`config.mk`:
```
export PLATFORM = sky130hd
export DESIGN_NAME = pipeline_hazard_ctrl_flat
export DESIGN_NICKNAME = d
export VERILOG_FILES = /design/src/rtl/pipeline_hazard_ctrl_if.sv /design/src/rtl/pipeline_hazard_ctrl.sv /design/src/flat_wrapper.sv
export SDC_FILE = /design/constraint.sdc
export NUM_CORES = 1
export LEC_CHECK = 0
export CELL_PAD_IN_SITES_DETAIL_PLACEMENT = 0
export CELL_PAD_IN_SITES_GLOBAL_PLACEMENT = 1
export CORE_ASPECT_RATIO = 1.75
export CORE_MARGIN = 2
export CORE_UTILIZATION = 30
export CTS_CLUSTER_DIAMETER = 200
export DETAILED_ROUTE_END_ITERATION = 10
export PLACE_DENSITY_LB_ADDON = 0.1
export SYNTH_ARGS = -nofsm -noshare
export SYNTH_HDL_FRONTEND = slang
export SYNTH_SLANG_ARGS = --single-unit
```
`constraint.sdc`:
```
create_clock -name clock -period 2.81 [get_ports clock]
set_input_delay 0.562 -clock clock [delete_from_list [all_inputs] [get_ports clock]]
set_output_delay 0.562 -clock clock [all_outputs]
set_load 0.1 [all_outputs]
```
`src/rtl/pipeline_hazard_ctrl_if.sv`:
```
// Hazard-control bus: decoded pipeline-register fields and mult/div status
// coming in, stall/flush/forward controls and debug status going out.
interface pipeline_hazard_ctrl_if;
  // F/D instruction sources
  logic [4:0]  fd_rs;
  logic [4:0]  fd_rt;
  logic        fd_uses_rs;
  logic        fd_uses_rt;
  // D/X instruction
  logic [4:0]  dx_rs;
  logic [4:0]  dx_rt;
  logic [4:0]  dx_rd;
  logic        dx_is_load;
  logic        dx_is_md;
  logic        branch_taken;
  // Later-stage writers
  logic [4:0]  xm_rd;
  logic [4:0]  mw_rd;
  logic        xm_we;
  logic        mw_we;
  // Mult/div unit status
  logic        md_ready;
  // Pipeline controls
  logic        stall_pc;
  logic        stall_fd;
  logic        stall_dx;
  logic        bubble_xm;
  logic        flush_fd;
  logic        flush_dx;
  logic        md_start;
  logic        md_result_we;
  logic [1:0]  fwd_a_sel;
  logic [1:0]  fwd_b_sel;
  // Status
  logic        md_timeout;
  logic [15:0] stall_count;
  logic [1:0]  state;

  // Pipeline datapath side: supplies fields, consumes controls.
  modport master (
    output fd_rs, fd_rt, fd_uses_rs, fd_uses_rt,
    output dx_rs, dx_rt, dx_rd, dx_is_load, dx_is_md, branch_taken,
    output xm_rd, mw_rd, xm_we, mw_we, md_ready,
    input  stall_pc, stall_fd, stall_dx, bubble_xm, flush_fd, flush_dx,
    input  md_start, md_result_we, fwd_a_sel, fwd_b_sel,
    input  md_timeout, stall_count, state
  );

  // Hazard controller side.
  modport slave (
    input  fd_rs, fd_rt, fd_uses_rs, fd_uses_rt,
    input  dx_rs, dx_rt, dx_rd, dx_is_load, dx_is_md, branch_taken,
    input  xm_rd, mw_rd, xm_we, mw_we, md_ready,
    output stall_pc, stall_fd, stall_dx, bubble_xm, flush_fd, flush_dx,
    output md_start, md_result_we, fwd_a_sel, fwd_b_sel,
    output md_timeout, stall_count, state
  );
endinterface

```
`src/rtl/pipeline_hazard_ctrl.sv`:
```
// Hazard controller for a 5-stage pipeline: load-use interlock, taken-branch
// flush, ALU operand forwarding, and a multi-cycle mult/div sequencer with a
// watchdog. All pipeline controls are decoded from the current state and
// inputs in the same cycle; only the FSM, watchdog and status are registered.
module pipeline_hazard_ctrl (
  input logic                   clock,
  input logic                   reset,
  pipeline_hazard_ctrl_if.slave bus
);

  typedef enum logic [1:0] {
    RUN      = 2'b00,
    MD_ISSUE = 2'b01,
    MD_WAIT  = 2'b10,
    MD_DONE  = 2'b11
  } state_t;

  localparam logic [5:0] WD_LIMIT = 6'd63;

  state_t      state_q, state_d;
  logic [5:0]  wd_q, wd_d;
  logic        timeout_q, timeout_set;
  logic [15:0] count_q;
  logic        load_use;

  logic stall_pc, stall_fd, stall_dx, bubble_xm;
  logic flush_fd, flush_dx, md_start, md_result_we;

  // Forward source for one operand: X/M wins over M/W; $0 never forwards.
  function automatic logic [1:0] fwd_sel(
    input logic [4:0] src,
    input logic       xm_we,
    input logic [4:0] xm_rd,
    input logic       mw_we,
    input logic [4:0] mw_rd
  );
    if (xm_we && (xm_rd != 5'd0) && (xm_rd == src))
      return 2'b01;
    else if (mw_we && (mw_rd != 5'd0) && (mw_rd == src))
      return 2'b10;
    else
      return 2'b00;
  endfunction

  // Load-use: the load in D/X writes a register the F/D instruction reads.
  always_comb begin
    load_use = bus.dx_is_load && (bus.dx_rd != 5'd0) &&
               ((bus.fd_uses_rs && (bus.fd_rs == bus.dx_rd)) ||
                (bus.fd_uses_rt && (bus.fd_rt == bus.dx_rd)));
  end

  // Next-state, watchdog and pipeline-control decode.
  always_comb begin
    // NOTE: every output gets a default before the case so no path leaves a
    // signal unassigned, which would otherwise infer a latch.
    state_d      = state_q;
    wd_d         = wd_q;
    timeout_set  = 1'b0;
    stall_pc     = 1'b0;
    stall_fd     = 1'b0;
    stall_dx     = 1'b0;
    bubble_xm    = 1'b0;
    flush_fd     = 1'b0;
    flush_dx     = 1'b0;
    md_start     = 1'b0;
    md_result_we = 1'b0;

    unique case (state_q)
      RUN: begin
        if (bus.branch_taken) begin
          // Wrong-path instructions are squashed; nothing else matters.
          flush_fd = 1'b1;
          flush_dx = 1'b1;
        end else begin
          if (load_use) begin
            stall_pc = 1'b1;
            stall_fd = 1'b1;
            flush_dx = 1'b1;
          end
          if (bus.dx_is_md) state_d = MD_ISSUE;
        end
      end
      MD_ISSUE: begin
        md_start  = 1'b1;
        stall_pc  = 1'b1;
        stall_fd  = 1'b1;
        stall_dx  = 1'b1;
        bubble_xm = 1'b1;
        wd_d      = 6'd0;
        state_d   = MD_WAIT;
      end
      MD_WAIT: begin
        stall_pc  = 1'b1;
        stall_fd  = 1'b1;
        stall_dx  = 1'b1;
        bubble_xm = 1'b1;
        if (bus.md_ready) begin
          wd_d    = 6'd0;
          state_d = MD_DONE;
        end else if (wd_q == WD_LIMIT) begin
          // Unit never answered: give up, flag it, and let the pipe run.
          timeout_set = 1'b1;
          wd_d        = 6'd0;
          state_d     = RUN;
        end else begin
          wd_d = wd_q + 6'd1;
        end
      end
      MD_DONE: begin
        md_result_we = 1'b1;
        state_d      = RUN;
      end
      default: state_d = RUN;
    endcase
  end

  // State, watchdog, sticky timeout and saturating stall counter.
  always_ff @(posedge clock) begin
    // NOTE: sequential state uses non-blocking assignments so every register
    // samples pre-edge values regardless of statement order.
    if (reset) begin
      state_q   <= RUN;
      wd_q      <= 6'd0;
      timeout_q <= 1'b0;
      count_q   <= 16'd0;
    end else begin
      state_q <= state_d;
      wd_q    <= wd_d;
      if (timeout_set) timeout_q <= 1'b1;
      if (stall_pc && (count_q != 16'hFFFF)) count_q <= count_q + 16'd1;
    end
  end

  assign bus.stall_pc     = stall_pc;
  assign bus.stall_fd     = stall_fd;
  assign bus.stall_dx     = stall_dx;
  assign bus.bubble_xm    = bubble_xm;
  assign bus.flush_fd     = flush_fd;
  assign bus.flush_dx     = flush_dx;
  assign bus.md_start     = md_start;
  assign bus.md_result_we = md_result_we;
  assign bus.fwd_a_sel    = fwd_sel(bus.dx_rs, bus.xm_we, bus.xm_rd, bus.mw_we, bus.mw_rd);
  assign bus.fwd_b_sel    = fwd_sel(bus.dx_rt, bus.xm_we, bus.xm_rd, bus.mw_we, bus.mw_rd);
  assign bus.md_timeout   = timeout_q;
  assign bus.stall_count  = count_q;
  assign bus.state        = state_q;

endmodule
```
`src/flat_wrapper.sv`:
```
// flat-port wrapper written by rule: the top's interface ports become plain ports
module pipeline_hazard_ctrl_flat 
  (clock, reset, bus_fd_rs, bus_fd_rt, bus_fd_uses_rs, bus_fd_uses_rt, bus_dx_rs, bus_dx_rt, bus_dx_rd, bus_dx_is_load, bus_dx_is_md, bus_branch_taken, bus_xm_rd, bus_mw_rd, bus_xm_we, bus_mw_we, bus_md_ready, bus_stall_pc, bus_stall_fd, bus_stall_dx, bus_bubble_xm, bus_flush_fd, bus_flush_dx, bus_md_start, bus_md_result_we, bus_fwd_a_sel, bus_fwd_b_sel, bus_md_timeout, bus_stall_count, bus_state);
  pipeline_hazard_ctrl_if bus_i ();
  input logic clock;
  input logic reset;
  input wire logic [$bits(bus_i.fd_rs)-1:0] bus_fd_rs;
  input wire logic [$bits(bus_i.fd_rt)-1:0] bus_fd_rt;
  input wire logic [$bits(bus_i.fd_uses_rs)-1:0] bus_fd_uses_rs;
  input wire logic [$bits(bus_i.fd_uses_rt)-1:0] bus_fd_uses_rt;
  input wire logic [$bits(bus_i.dx_rs)-1:0] bus_dx_rs;
  input wire logic [$bits(bus_i.dx_rt)-1:0] bus_dx_rt;
  input wire logic [$bits(bus_i.dx_rd)-1:0] bus_dx_rd;
  input wire logic [$bits(bus_i.dx_is_load)-1:0] bus_dx_is_load;
  input wire logic [$bits(bus_i.dx_is_md)-1:0] bus_dx_is_md;
  input wire logic [$bits(bus_i.branch_taken)-1:0] bus_branch_taken;
  input wire logic [$bits(bus_i.xm_rd)-1:0] bus_xm_rd;
  input wire logic [$bits(bus_i.mw_rd)-1:0] bus_mw_rd;
  input wire logic [$bits(bus_i.xm_we)-1:0] bus_xm_we;
  input wire logic [$bits(bus_i.mw_we)-1:0] bus_mw_we;
  input wire logic [$bits(bus_i.md_ready)-1:0] bus_md_ready;
  output wire logic [$bits(bus_i.stall_pc)-1:0] bus_stall_pc;
  output wire logic [$bits(bus_i.stall_fd)-1:0] bus_stall_fd;
  output wire logic [$bits(bus_i.stall_dx)-1:0] bus_stall_dx;
  output wire logic [$bits(bus_i.bubble_xm)-1:0] bus_bubble_xm;
  output wire logic [$bits(bus_i.flush_fd)-1:0] bus_flush_fd;
  output wire logic [$bits(bus_i.flush_dx)-1:0] bus_flush_dx;
  output wire logic [$bits(bus_i.md_start)-1:0] bus_md_start;
  output wire logic [$bits(bus_i.md_result_we)-1:0] bus_md_result_we;
  output wire logic [$bits(bus_i.fwd_a_sel)-1:0] bus_fwd_a_sel;
  output wire logic [$bits(bus_i.fwd_b_sel)-1:0] bus_fwd_b_sel;
  output wire logic [$bits(bus_i.md_timeout)-1:0] bus_md_timeout;
  output wire logic [$bits(bus_i.stall_count)-1:0] bus_stall_count;
  output wire logic [$bits(bus_i.state)-1:0] bus_state;
  assign bus_i.fd_rs = bus_fd_rs;
  assign bus_i.fd_rt = bus_fd_rt;
  assign bus_i.fd_uses_rs = bus_fd_uses_rs;
  assign bus_i.fd_uses_rt = bus_fd_uses_rt;
  assign bus_i.dx_rs = bus_dx_rs;
  assign bus_i.dx_rt = bus_dx_rt;
  assign bus_i.dx_rd = bus_dx_rd;
  assign bus_i.dx_is_load = bus_dx_is_load;
  assign bus_i.dx_is_md = bus_dx_is_md;
  assign bus_i.branch_taken = bus_branch_taken;
  assign bus_i.xm_rd = bus_xm_rd;
  assign bus_i.mw_rd = bus_mw_rd;
  assign bus_i.xm_we = bus_xm_we;
  assign bus_i.mw_we = bus_mw_we;
  assign bus_i.md_ready = bus_md_ready;
  assign bus_stall_pc = bus_i.stall_pc;
  assign bus_stall_fd = bus_i.stall_fd;
  assign bus_stall_dx = bus_i.stall_dx;
  assign bus_bubble_xm = bus_i.bubble_xm;
  assign bus_flush_fd = bus_i.flush_fd;
  assign bus_flush_dx = bus_i.flush_dx;
  assign bus_md_start = bus_i.md_start;
  assign bus_md_result_we = bus_i.md_result_we;
  assign bus_fwd_a_sel = bus_i.fwd_a_sel;
  assign bus_fwd_b_sel = bus_i.fwd_b_sel;
  assign bus_md_timeout = bus_i.md_timeout;
  assign bus_stall_count = bus_i.stall_count;
  assign bus_state = bus_i.state;
  pipeline_hazard_ctrl u_core (.clock(clock), .reset(reset), .bus(bus_i));
endmodule
```
# After elaboration in Yosys (flattened, before gate mapping)
# Index checks and enable logic that the tools add are counted.
totals:
  out_inout_bits: 31
  reg_bits: 25
  elab_cells: 64
  in_bits: 45
classes:
  n_eq_ne: 14
  muxes: 25
  add_sub_neg: 2
  reduce_logical: 19
ops:
  columns: ["op", "count"]
  rows:
  - ["5-bit equality test", 6]
  - ["16-bit by 1-bit adder with 16-bit output, second input constant", 1]
  - ["2-bit 2-to-1 mux", 8]
  - ["16-bit != test, second input constant", 1]
  - ["5-bit nonzero test", 3]
  - ["1-bit 2-to-1 mux", 12]
  - ["6-bit 2-to-1 mux", 2]
  - ["6-bit one-hot mux with 2 select lines", 1]
  - ["1-bit logical AND", 11]
  - ["2-bit one-hot mux with 4 select lines", 1]
  - ["6-bit by 1-bit adder with 6-bit output, second input constant", 1]
  - ["6-bit equality test, second input constant", 1]
  - ["2-bit equality test, second input constant", 2]
  - ["2-bit != test, second input constant", 2]
  - ["3-bit by 2-bit != test with 1-bit output, second input constant", 1]
  - ["3-bit AND reduction", 1]
  - ["2-bit by 1-bit equality test with 1-bit output, second input constant", 1]
  - ["2-bit logical NOT", 1]
  - ["1-bit one-hot mux with 2 select lines", 1]
  - ["2-bit nonzero test", 1]
  - ["2-bit OR reduction", 1]
  - ["1-bit logical OR", 1]

# Longest topological paths before layout
# Gate-level depths: netlist of the first run.
logic_depth:
  ltp_word: 8
  mapped_depth: 10
  mapped_depth_nobuf: 8

# Least setup slack after synthesis of the first run
# OpenSTA, ideal clock, no wires.
synth_path:
  path_type: "input port to output port"
  startpoint: "input port bus_xm_rd[4]"
  endpoint: "output port bus_fwd_a_sel[1]"
  cell_stages: 4
  n_path_buf: 0
  slack_ns: -3.517
  arrival_ns: 5.765
  cell_sequence: "xnor2_1 -> nand3_1 -> nor4_1 -> nor4_1"
synth_via:
  elab_chain_cells: 4
synth_lines:
  columns: ["element", "line_no", "source"]
  rows:
  - ["start, declared", "flat_wrapper.sv:17", "input wire logic [$bits(bus_i.xm_rd)-1:0] bus_xm_rd;"]
  - ["5-bit nonzero test", "pipeline_hazard_ctrl.sv:37", "if (xm_we && (xm_rd != 5'd0) && (xm_rd == src))"]
  - ["1-bit logical AND", "pipeline_hazard_ctrl.sv:37", null]
  - ["1-bit logical AND (*)", "pipeline_hazard_ctrl.sv:37", null]
  - ["2-bit 2-to-1 mux (*)", "pipeline_hazard_ctrl.sv:37", null]
  - ["end, declared", "flat_wrapper.sv:30", "output wire logic [$bits(bus_i.fwd_a_sel)-1:0] bus_fwd_a_sel;"]
# Every way passes the cells marked *; elsewhere a longest branch is shown, timed or not.

# Worst setup path in the final report of the first run
layout_path:
  startpoint: "input port bus_xm_rd[2]"
  endpoint: "output port bus_fwd_b_sel[1]"
layout_via:
  elab_chain_cells: 4
layout_lines:
  columns: ["element", "line_no", "source"]
  rows:
  - ["5-bit nonzero test", "pipeline_hazard_ctrl.sv:37", null]
  - ["1-bit logical AND", "pipeline_hazard_ctrl.sv:37", null]
  - ["1-bit logical AND (*)", "pipeline_hazard_ctrl.sv:37", null]
  - ["2-bit 2-to-1 mux (*)", "pipeline_hazard_ctrl.sv:37", null]
  - ["end, declared", "flat_wrapper.sv:31", "output wire logic [$bits(bus_i.fwd_b_sel)-1:0] bus_fwd_b_sel;"]
# Marks and branches as above.

==> run summary, run 1 <==
The first global-routing pass estimated 8.59 mm of wire. The floorplan step set the die height to 105 um. The power per standard cell area is 622 mW/mm^2.

The slowest stage cell on the critical path is sky130_fd_sc_hd__or4_4. The worst register-to-register path ends at u_core.bus.stall_count[4]. The total area inside the core boundary comes to 0.00559 sq mm. The length in cells of the worst reg-to-reg path came out at 8. Of all nets on the critical path, the largest fanout is 2.

Traced cell by cell, the critical path runs through dlygate4sd2_1, or4_4, o21ai_4, nor4_4, nor4_4, buf_12. The starting density of the core came out at 31.1%. Counting flops with an async set or reset pin after synthesis yields a share of 0%.

The total wire length came out at 5.30 mm. Final hold analysis gives a worst-case slack of 0.488 ns. The number of clock sinks came out at 25. The final max-slew violation count came out at 0. The highest layer touched by signal routing is met4. The post-synthesis sequential element count came out at 25. Across the run, the number of max-cap violations was 0. The post-route setup TNS came out at 0 ns.

The register area share after synthesis is 28.8%. Setup slack closes at 0.0423 ns. The total nets after synthesis is 260. The cell at the root of the clock tree is sky130_fd_sc_hd__clkbuf_8. The count of placed standard cells including taps came out at 373.

The met3 wirelength from detailed routing is 215 um. Once detailed placement completed, the half-perimeter wirelength came to 4.43 mm. The final cell count without fillers came out at 380. The total number of nets in the final design came out at 356. The arrival time of the worst setup path came out at 2.21 ns. The maximum ir drop on the vdd rail came out at 0.738 mV.

The maximum clock path buffer count is 2. The count of warnings emitted by yosys is 0. At the pin with the least slew margin, the transition time is 0.430 ns. The die area is 0.00645 sq mm. The number of buffers and inverters on the critical path is 2. The clock tree from TritonCTS is yes. The ratio of routed vias to standard cells is 4.89. Before CTS, the worst setup slack after placement is -0.193 ns.

The maximum clock rate came out at 361 MHz. In this run the count of I/O pins placed on the die edge is 76. The worst-case clock skew is 0.00709 ns.

The termination of the worst setup path is bus_fwd_b_sel[1]. The area occupied by registers came out at 508 sq um. The standard-cell row count came out at 36. The launch instance of the worst register-to-register path is u_core.bus.stall_count[0]. The final standard cell utilization of the core came out at 52.3%. Of the cells placed in the final design, the portion with a size suffix greater than 1 is 32.7%. The stage delay of the slowest cell on the critical path came out at 0.55 ns. Data on the critical path is required at its endpoint by 2.25 ns.

The clock-pin slew reported for the worst setup and hold paths after clock tree synthesis came out at 0.09 ns. In the synthesized netlist the dominant register cell turns out to be sky130_fd_sc_hd__dfxtp_1. Clock latency on the worst-skew pair, taken at its later pin, is 0.27 ns. The critical path is of the in2out type.

The post-route met1 wirelength is 1.87 mm. The detailed-router iteration count before antenna repair is 4. The final critical path takes up 98.5% of the cycle. The maximum number of pins on one net before global-route repair is 20. The initial antenna violation count is 1. The worst max-slew margin expressed relative to the limit came out at 71.1%. The reported leakage power is 1.15 nW. The multi-input gate area in the final layout came out at 0.00128 sq mm.

The capturing element type of the critical path is an output pin. Port buffering added 75 buffers. The routed design uses 3.12 mm of met2 wire. The global routing usage summed across all routing layers is 17.3%. Setup repair after global routing could not meet its margin everywhere. Setup violations remaining at the end of the flow were counted as 0.

The critical path startpoint category is an input port. The count of flip-flops with a built-in enable after synthesis came out at 0. The number of vias in the routed layout came out at 1857. For this run the aggregate overflow at the end of global routing stands at 0. The number of violations reported at the end of detailed-routing iteration 0 came out at 34. The post-route antenna net violation count came out at 0. The cell family contributing the most delay on the critical path is simple AND/OR/NAND/NOR gates. The total number of H-tree levels is 1. The number of global-route vias before repair was 1874.

The total number of cells along the worst setup path came out at 6. The run finished with clean final reports. Yosys mapped the design onto 43 distinct sky130hd cell types. Counting stages on the worst path, the most repeated cell is sky130_fd_sc_hd__nor4_4. The startpoint of the worst setup timing path is bus_xm_rd[2]. The worst path in the final design needs a cycle of 2.77 ns, including I/O delays and setup. In the synthesized netlist, the number of instances is 208.

The horizontal die dimension came out at 61.6 um. The hold violation count in the final report is 0. The min-delay analysis places its worst path in the category reg2reg. The area growth from synthesis to final layout is 68.0%. The mean cell area of the mapped netlist came out at 8.36 sq um. The residual DRC count is 0. The minimum setup slack among reg-to-reg paths is 0.54 ns.

Buffers inserted during clock tree synthesis total 3. The area of the mapped netlist came out at 0.00174 sq mm. Counting the fill cells in the layout gives 592. Routability-driven placement finished with a final weighted congestion of 0.798. The routed wire length per instance is 14.0 um. The library cells used most frequently in the layout, excluding fill and tap cells, are sky130_fd_sc_hd__buf_4 (47), sky130_fd_sc_hd__clkdlybuf4s50_1 (29), sky130_fd_sc_hd__dfxtp_1 (23), sky130_fd_sc_hd__xnor2_1 (18). The most common cell after layout, fill and taps aside is sky130_fd_sc_hd__buf_4.
-- final cells by class --
cell class / count / area share (%)
Antenna cell: 1 / 0.0857
Clock buffer: 3 / 1.41
Clock inverter: 1 / 0.214
Inverter: 5 / 0.942
Multi-Input combinational cell: 170 / 43.8
Sequential cell: 25 / 17.4
Tap cell: 76 / 3.25
Timing Repair Buffer: 99 / 32.9
-- power breakdown --
part	internal (W)	switching, W
combinational	0.000414	0.000762
clock	0.000101	0.000116
sequential	0.000385	0.0000398
-- worst min-delay path by stage --
stage / from / endpoint / slack (ns) / depth (start not counted)
4_1_cts: u_core.bus.md_timeout / u_core.bus.md_timeout / 0.50 / 2
3_3_place_gp: u_core.bus.md_timeout / u_core.bus.md_timeout / 0.46 / 2
3_5_place_dp: u_core.bus.md_timeout / u_core.bus.md_timeout / 0.46 / 2
2_1_floorplan: u_core.wd_q[1] / u_core.wd_q[1] / 0.49 / 2
5_1_grt: u_core.bus.stall_count[11] / u_core.bus.stall_count[11] / 0.55 / 2
6_report: u_core.bus.md_timeout / u_core.bus.md_timeout / 0.49 / 2
-- sequential cells by signal, summed over array words and instances, names as in the netlist --
| signal | count |
|---|---|
| u_core.wd_q | 6 |
| u_core.bus.state | 2 |
| u_core.bus.stall_count | 16 |
| u_core.bus.md_timeout | 1 |
-- metrics by stage --
step / power, W / cell area, sq um
after global placement: 0.00160 / 2840
after detailed placement: 0.00161 / 2840
after global routing: 0.00192 / 2920
final: 0.00182 / 2920
after CTS: 0.00185 / 2900
after floorplan: 0.00133 / 1890
-- cells by family after synthesis --
kind of cell             count (synthesis)  share of synthesized area (%)
AO/OA/AOI/OAI                           48                           17.1
XOR/XNOR                                35                           17.6
adder cells (fa/ha/maj)                  7                           5.04
buffers and inverters                   13                           4.68
flip-flops                              25                           28.8
multiplexers                             2                           1.15
AND/OR/NAND/NOR                         78                           25.7
-- Yosys cell counts, drive strengths merged (3+ instances only) --
cell,number,area share (%)
dfxtp,25,29
a21oi,18,5.8
xnor2,18,9.1
xor2,17,8.6
nor2,14,3.0
o21ai,14,4.0
nand2,13,2.8
or3,11,4.6
nand3,10,2.9
or4,8,3.7
ha,7,5.0
buf,5,2.9
inv,5,1.1
nand4,5,1.8
and2,4,1.6
nor4,4,1.4
o31ai,4,1.7
a31oi,3,1.1
and3,3,1.2
clkbuf,3,0.65
-- worst register-to-register path: cells and delay by family (launching register included) --
kind | cells | cell delay, ns
adder cells (fa/ha/maj) | 1 | 0.24
flip-flops | 1 | 0.41
AND/OR/NAND/NOR | 2 | 0.38
AO/OA/AOI/OAI | 4 | 0.93
buffers and inverters | 1 | 0.24
-- layer usage --
| metal | vias to the layer above | global-route usage, % |
|---|---|---|
| met3 | 8 | 2.23 |
| met2 | 47 | 33.1 |
| met4 | 0 | 5.32 |
| met5 | - | 0 |
| li1 | 947 | - |
| met1 | 855 | 18.0 |
-- timing repair --
action / in CTS / in global routing
setup endpoints to repair: 4 / 4
buffers inserted: 2 / 0
pin swaps: 7 / 6
hold endpoints to repair: 0 / 0
gates resized for setup: 10 / 8
hold buffers: 0 / 0
(Power assumes the default switching activity.)
==> run 2, diff against run 1 <==
--- a/config.mk
+++ b/config.mk
@@ -11,7 +11,9 @@
 export CORE_MARGIN = 2
 export CORE_UTILIZATION = 30
 export CTS_CLUSTER_DIAMETER = 200
+export CTS_CLUSTER_SIZE = 10
 export DETAILED_ROUTE_END_ITERATION = 10
+export MAX_ROUTING_LAYER = met4
 export PLACE_DENSITY_LB_ADDON = 0.1
 export SYNTH_ARGS = -nofsm -noshare
 export SYNTH_HDL_FRONTEND = slang
==> run 2 against run 1 <==
Via count unchanged. Cell count did not move. Maximum frequency barely moved. Sequential share of layout area is the same. Combinational power is essentially flat. Clock-buffer cell count unchanged. Largest cell class unchanged.
==> run summary, run 2 (synthesized netlist as in run 1, its figures left out) <==
The final max-slew violation count is 0 (unchanged). The residual DRC count is 0 (unchanged). The run finished with clean final reports. The horizontal die dimension came out at 61.6 um (unchanged). The maximum number of pins on one net before global-route repair is 20 (unchanged). The arrival time of the worst setup path is 2.21 ns (about the same). The minimum clock period after layout is 2.77 ns (+0.000590 ns). The clock tree from TritonCTS is yes. The clock network power share came out at 11.9% (about the same). The area inside the core boundary came out at 0.00559 sq mm (unchanged). The initial antenna violation count came to 1 (unchanged).

The worst-case clock skew came out at 0.00780 ns (+0.000716 ns). The max-cap violation count is 0 (unchanged). The part of the cycle the worst path needs is 98.5% (about the same).

The count of port buffers added during placement was 75 (unchanged). The post-route antenna net violation count came out at 0 (unchanged). The later-pin clock latency in the skew report came out at 0.27 ns (about the same). The post-cts hold buffer count came to 0 (unchanged). The total global routing overflow came out at 0 (unchanged). The number of clock sinks came to 25 (unchanged). The global routing usage summed across all routing layers is 17.8% (+0.47 points). The number of violations reported at the end of detailed-routing iteration 0 came out at 39 (+15%).

Setup repair after global routing could not meet its margin everywhere. The die area came out at 0.00645 sq mm (unchanged). The final-report setup violation count came out at 0 (unchanged). The weighted congestion reported at the end of routability-driven placement is 0.810 (+1.4%). The maximum net fanout on the critical path is 2 (unchanged). The setup path with the least slack is of type in2out. The detailed-router iteration count before antenna repair is 4 (unchanged).

The library cell used most frequently in the layout, excluding fill and tap cells, is sky130_fd_sc_hd__buf_4. The starting density of the core is 31.1% (unchanged). The worst setup path is captured at an output pin.

The met3 track demand over resource in global routing came to 1.73% (-0.50 points). The maximum clock path buffer count came to 2 (unchanged). The transition time at the pin with the least slew margin is 0.430 ns (+0.000839 ns). The reported net switching power came out at 0.000919 W (+0.20%).

The post-route total power is 0.00182 W (+0.11%). The worst max-slew margin expressed relative to the limit came out at 71.0% (about the same). The count of placed standard cells including taps is 373 (unchanged). The routed wire length per instance came to 14.0 um (+0.41%). The cell at the root of the clock tree is sky130_fd_sc_hd__clkbuf_8. The fraction of layout cells with a size suffix above 1 is 32.7% (unchanged). The tightest min-delay check is of the reg2reg type. The fraction of power consumed by sequential logic is 23.3% (about the same). The final cell count without fillers is 380 (unchanged). The fraction of power spent switching nets is 50.5% (about the same).

The routing usage on met1 is 18.5% (+0.46 points). The global routing met2 resource utilization came out at 33.0% (-0.075 points). The placed wire-length estimate after detailed placement is 4.43 mm (unchanged). The reported leakage power came out at 1.15 nW (unchanged). The maximum clock rate is 361 MHz (about the same). The total wire length came to 5.33 mm (+0.41%). The power per standard cell area is 623 mW/mm^2 (+0.11%).

The total clock buffers created by CTS came out at 3 (unchanged). In the layout the commonest cells are sky130_fd_sc_hd__buf_4 (47), sky130_fd_sc_hd__clkdlybuf4s50_1 (29), sky130_fd_sc_hd__dfxtp_1 (23), sky130_fd_sc_hd__xnor2_1 (18). The global-route wire length before repair is 8.58 mm (about the same).

The clock-pin slew reported for the worst setup and hold paths after clock tree synthesis came to 0.09 ns (about the same). After global routing, the most crowded layer is met2. The die height came to 105 um (unchanged).

The hold violation count in the final report is 0 (unchanged). The maximum ir drop on the vdd rail is 0.741 mV (+0.32%). The standard-cell row count came out at 36 (unchanged). The internal power summed over all cells was 0.000900 W (about the same). The number of vias in the routed layout came out at 1857 (unchanged). The area growth from synthesis to final layout is 68.0% (unchanged). The number of top-level pins is 76 (unchanged).

The worst setup slack after placement is -0.193 ns (unchanged). The worst path setup slack after routing came out at 0.0417 ns (-0.000590 ns). The total number of nets in the final design came out at 356 (unchanged).

The relative contribution of combinational cells to total power came out at 64.7% (about the same). The number of flip-flops in the largest register is 16 (unchanged). The critical path data required time is 2.25 ns (about the same). The total number of H-tree levels came out at 1 (unchanged). The ratio of routed vias to standard cells is 4.89 (unchanged). The number of global-route vias before repair is 1873 (-0.053%). The worst setup path is launched from an input port.
run 2: cell counts in the layout (fill, tap and decap cells not counted):
No cell type changed its count.
run 2: stage by stage:
step,setup TNS (ns),hold slack (ns),util [%],area (sq um)
6_report,0,0.488,52.3,2920
5_1_grt,-0.0175,0.550,52.3,2920
4_1_cts,0,0.497,51.9,2900
3_5_place_dp,-0.591,0.464,50.9,2840
3_3_place_gp,-0.503,0.457,50.9,2840
2_1_floorplan,-0.688,0.487,-,1890
run 2: final timing paths:
check / from / end / slack [ns] / cells past startpoint
worst max-delay path: bus_xm_rd[2] / bus_fwd_b_sel[1] / 0.04 / 6
worst min-delay path: u_core.bus.md_timeout / u_core.bus.md_timeout / 0.49 / 2
worst max register to register: u_core.bus.stall_count[0] / u_core.bus.stall_count[4] / 0.54 / 8
worst min register to register: u_core.bus.md_timeout / u_core.bus.md_timeout / 0.49 / 2
run 2: layer usage:
metal,up-vias,share of wire (%)
li1,946,-
met1,857,36
met2,46,59
met3,8,3.7
met4,0,1.9
met5,-,0
run 2: timing repair:
| item | 4_1_cts | 5_1_grt |
|---|---|---|
| gates cloned | 0 | 0 |
| gates resized for setup | 10 | 8 |
| endpoints found under the hold margin | 0 | 0 |
| endpoints found under the setup margin | 4 | 4 |
| pin swaps | 7 | 6 |
| setup buffers | 2 | 0 |
run 2: cell type report:
type / count / area [sq um]
Sequential cell: 25 / 508
Tap cell: 76 / 95.1
Timing Repair Buffer: 99 / 961
Antenna cell: 1 / 2.50
Multi-Input combinational cell: 170 / 1280
Clock inverter: 1 / 6.26
Fill cell: 592 / 2660
Inverter: 5 / 27.5
Clock buffer: 3 / 41.3
run 2: power by group through the flow:
stage / clock, W / combinational [W] / sequential, W
6_report: 0.000217 / 0.00118 / 0.000425
5_1_grt: 0.000248 / 0.00124 / 0.000430
4_1_cts: 0.000233 / 0.00119 / 0.000426
3_5_place_dp: 0 / 0.00118 / 0.000433
3_3_place_gp: 0 / 0.00117 / 0.000433
2_1_floorplan: 0 / 0.000784 / 0.000547
run 2: worst max-delay path, cell delays in order:
cell and delay, ns:
sky130_fd_sc_hd__dlygate4sd2_1 0.25, sky130_fd_sc_hd__or4_4 0.55, sky130_fd_sc_hd__o21ai_4 0.20, sky130_fd_sc_hd__nor4_4 0.09, sky130_fd_sc_hd__nor4_4 0.33, sky130_fd_sc_hd__buf_12 0.21
==> run 3, diff against run 2 <==
--- a/config.mk
+++ b/config.mk
@@ -5,16 +5,14 @@
 export SDC_FILE = /design/constraint.sdc
 export NUM_CORES = 1
 export LEC_CHECK = 0
-export CELL_PAD_IN_SITES_DETAIL_PLACEMENT = 0
-export CELL_PAD_IN_SITES_GLOBAL_PLACEMENT = 1
 export CORE_ASPECT_RATIO = 1.75
 export CORE_MARGIN = 2
-export CORE_UTILIZATION = 30
+export CORE_UTILIZATION = 40
 export CTS_CLUSTER_DIAMETER = 200
 export CTS_CLUSTER_SIZE = 10
 export DETAILED_ROUTE_END_ITERATION = 10
 export MAX_ROUTING_LAYER = met4
-export PLACE_DENSITY_LB_ADDON = 0.1
+export PLACE_DENSITY = 0.77
 export SYNTH_ARGS = -nofsm -noshare
 export SYNTH_HDL_FRONTEND = slang
 export SYNTH_SLANG_ARGS = --single-unit
==> run 3 against run 2 <==
Die area decreased by 24%. Clock skew down 0.0060 ns. Register-to-register slack improved by 0.08 ns. First-iteration DRC count is 23% lower. Sequential cell count stayed put. Global-route usage up 3.6 points. Routed wire length down 4.4%. Sequential share of layout area about the same. Via count is 1.9% higher. Combinational power about the same. Sequential power about the same. Setup slack worse by 0.040 ns.
==> run summary, run 3 (synthesized netlist as in run 1, its figures left out) <==
The area growth from synthesis to final layout is 68.3%. The area inside the core boundary came out at 0.00415 sq mm (-26%). The stage delay of the slowest cell on the critical path came to 0.52 ns (-0.03 ns). The die area is 0.00491 sq mm (-24%). The hold violation count in the final report is 0 (unchanged). The final standard cell utilization of the core came out at 70.5% (+18 points). The worst path setup slack after routing came to 0.00163 ns (-0.0401 ns). For hold timing, the worst endpoint is u_core.bus.stall_count[11].

The startpoint identified for the worst register-to-register timing path is u_core.bus.stall_count[0]. The standard-cell row count is 31 (-14%). The die height came out at 91.2 um (-13%). The max-cap violation count came out at 0 (unchanged). The library cell used most frequently in the layout, excluding fill and tap cells, is sky130_fd_sc_hd__buf_4. The global routing usage summed across all routing layers came out at 21.4% (+3.6 points). The maximum net fanout on the critical path is 2 (unchanged).

The routed wire length per instance came to 14.5 um (+3.2%). The number of top-level pins is 76 (unchanged). The flow ran to the end, and the final reports show no timing, DRC or antenna violations.

The critical path startpoint category is an input port. The number of vias in the routed layout is 1893 (+1.9%). The capture point of the worst reg-to-reg path is u_core.bus.stall_count[9]. Broken down by cell family, the worst path's largest delay share belongs to simple AND/OR/NAND/NOR gates.

The minimum setup slack among reg-to-reg paths came to 0.62 ns (+0.08 ns). The hold path depth is 2 (unchanged). The source of the worst hold timing path is u_core.bus.stall_count[11]. The count of inserted antenna diode cells was 0 (-1). The transition time at the pin with the least slew margin came to 0.405 ns (-0.0252 ns).

The length in cells of the worst reg-to-reg path is 7 (-1). The part of the cycle the worst path needs came out at 99.9% (+1.4 points). The slowest stage cell on the critical path is sky130_fd_sc_hd__or4_4.

The number of clock sinks is 25 (unchanged). The horizontal die dimension came to 53.8 um (-13%). The total number of H-tree levels is 1 (unchanged). The total number of nets in the final design came out at 356 (unchanged).

The number of flip-flops in the largest register is 16 (unchanged). The total wire length came out at 5.09 mm (-4.4%). The critical path data required time is 2.25 ns (about the same).

The maximum number of pins on one net before global-route repair came to 17 (-15%). The number of global-route vias before repair is 1869 (-0.21%). The count of port buffers added during placement is 75 (unchanged). The worst max-slew margin expressed relative to the limit came out at 72.7% (+1.7 points). The starting density of the core is 41.9% (+11 points). The ratio of routed vias to standard cells came out at 5.38 (+10%). Setup repair after global routing could not meet its margin everywhere. The worst-case clock skew is 0.00185 ns (-0.00595 ns). The cell seen most often among critical-path stages is sky130_fd_sc_hd__nor4_4. The maximum ir drop on the vdd rail came to 0.775 mV (+4.6%). The root buffer cell chosen for the clock tree is sky130_fd_sc_hd__clkbuf_8.

The placed wire-length estimate after detailed placement was 4.19 mm (-5.4%). TritonCTS built the clock tree. The total global routing overflow came out at 0 (unchanged). The maximum clock path buffer count came out at 2 (unchanged).

The detailed-router iteration count before antenna repair is 4 (unchanged). The critical path in this run is classified as in2out. The arrival time of the worst setup path came out at 2.25 ns (+0.04 ns). The weighted congestion reported at the end of routability-driven placement is 0.777 (-4.0%). The fraction of layout cells with a size suffix above 1 is 33.3% (+0.66 points). The final-report setup violation count came out at 0 (unchanged). The number of violations reported at the end of detailed-routing iteration 0 is 30 (-23%).

The worst hold path belongs to the class reg2reg. The residual DRC count is 0 (unchanged). The post-route setup TNS is 0 ns (unchanged). The total clock buffers created by CTS is 3 (unchanged).

The final max-slew violation count is 0 (unchanged). The power per standard cell area is 614 mW/mm^2 (-1.5%). Traced cell by cell, the critical path runs through dlygate4sd2_1, or4_4, o21ai_4, buf_6, nor4_4, nor4_4, buf_12. The global-route wire length before repair is 7.77 mm (-9.5%). The post-route total power is 0.00180 W (-1.3%).

The post-cts hold buffer count came out at 0 (unchanged). The clock-pin slew reported for the worst setup and hold paths after clock tree synthesis is 0.09 ns (about the same). The maximum clock rate is 356 MHz (-1.4%). The capturing element type of the critical path is an output pin. The count of buffer and inverter cells on the critical path came out at 3 (+1). The post-route antenna net violation count was 0 (unchanged).

The number of inserted filler cells in the final layout came to 349 (-41%). The later-pin clock latency in the skew report is 0.27 ns (about the same). The minimum clock period after layout came to 2.81 ns (+0.0401 ns). The top cell types in the final layout, fill and taps aside, are sky130_fd_sc_hd__buf_4 (44), sky130_fd_sc_hd__clkdlybuf4s50_1 (28), sky130_fd_sc_hd__dfxtp_1 (23), sky130_fd_sc_hd__xnor2_1 (18). The initial antenna violation count is 0 (-1). The reported leakage power is 1.18 nW (+2.7%). The worst setup slack after placement came out at -0.169 ns (+0.0244 ns).
run 3: cell types whose count changed in the layout (fill, tap and decap cells not counted):
| cell | delta |
|---|---|
| sky130_fd_sc_hd__clkinv_2 | +1 |
| sky130_fd_sc_hd__dlymetal6s2s_1 | +2 |
| sky130_fd_sc_hd__dlygate4sd2_1 | -2 |
| sky130_fd_sc_hd__buf_12 | +2 |
| sky130_fd_sc_hd__or4_1 | -1 |
| sky130_fd_sc_hd__o21ai_2 | +1 |
| sky130_fd_sc_hd__o21ai_1 | -1 |
| sky130_fd_sc_hd__buf_4 | -3 |
| sky130_fd_sc_hd__inv_4 | -1 |
| sky130_fd_sc_hd__clkdlybuf4s15_1 | +1 |
| sky130_fd_sc_hd__buf_6 | +1 |
| sky130_fd_sc_hd__or4_4 | +1 |
| sky130_fd_sc_hd__clkdlybuf4s50_1 | -1 |
| sky130_fd_sc_hd__diode_2 | -1 |
run 3: final cells by class:
class / count / area (sq um) / area share, %
Multi-Input combinational cell: 170 / 1290 / 44.0
Timing Repair Buffer: 99 / 997 / 34.1
Sequential cell: 25 / 508 / 17.4
Tap cell: 49 / 61.3 / 2.09
Clock buffer: 3 / 41.3 / 1.41
Inverter: 5 / 27.5 / 0.940
Clock inverter: 1 / 5.00 / 0.171
run 3: per-stage QoR:
stage	instances	instance area [sq um]	hold WS, ns
5_1_grt	352	2930	0.533
6_report	352	2930	0.501
3_5_place_dp	345	2810	0.492
2_1_floorplan	208	1890	0.487
3_3_place_gp	345	2810	0.484
4_1_cts	352	2900	0.505
run 3: timing repair:
item / CTS / global route
pin swaps: 9 / 4
endpoints found under the setup margin: 5 / 7
gates cloned: 0 / 0
buffers inserted: 3 / 0
gates resized for setup: 11 / 12
run 3: layer usage:
metal | global-route usage (%) | vias up | wire, um
met4 | 7.48 | 0 | 89
met2 | 42.7 | 60 | 3010
met3 | 4.11 | 8 | 384
met5 | - | - | 0
met1 | 17.4 | 881 | 1610
li1 | - | 944 | -
run 3: worst max path at each step:
stage,startpoint,endpoint,slack [ns],cells after the start
after floorplan,bus_xm_rd[0],bus_fwd_a_sel[1],-0.27,4
after global placement,bus_mw_rd[0],bus_fwd_b_sel[1],-0.14,6
after detailed placement,bus_mw_rd[4],bus_fwd_a_sel[1],-0.17,6
after CTS,bus_mw_rd[4],bus_fwd_a_sel[1],0.003,6
after global routing,bus_dx_rt[1],bus_fwd_b_sel[1],-0.03,5
final,bus_xm_rd[3],bus_fwd_b_sel[1],0.002,7
run 3: tightest hold or removal path: cells and delay by family, from the launching register on:
family / cells / cell delay, ns
AO/OA/AOI/OAI: 2 / 0.12
flip-flops: 1 / 0.34
run 3: power by group:
group / internal, W / total (W) / switching (W)
registers: 0.000385 / 0.000424 / 0.0000395
clock network: 0.0000991 / 0.000211 / 0.000112
logic: 0.000405 / 0.00116 / 0.000756
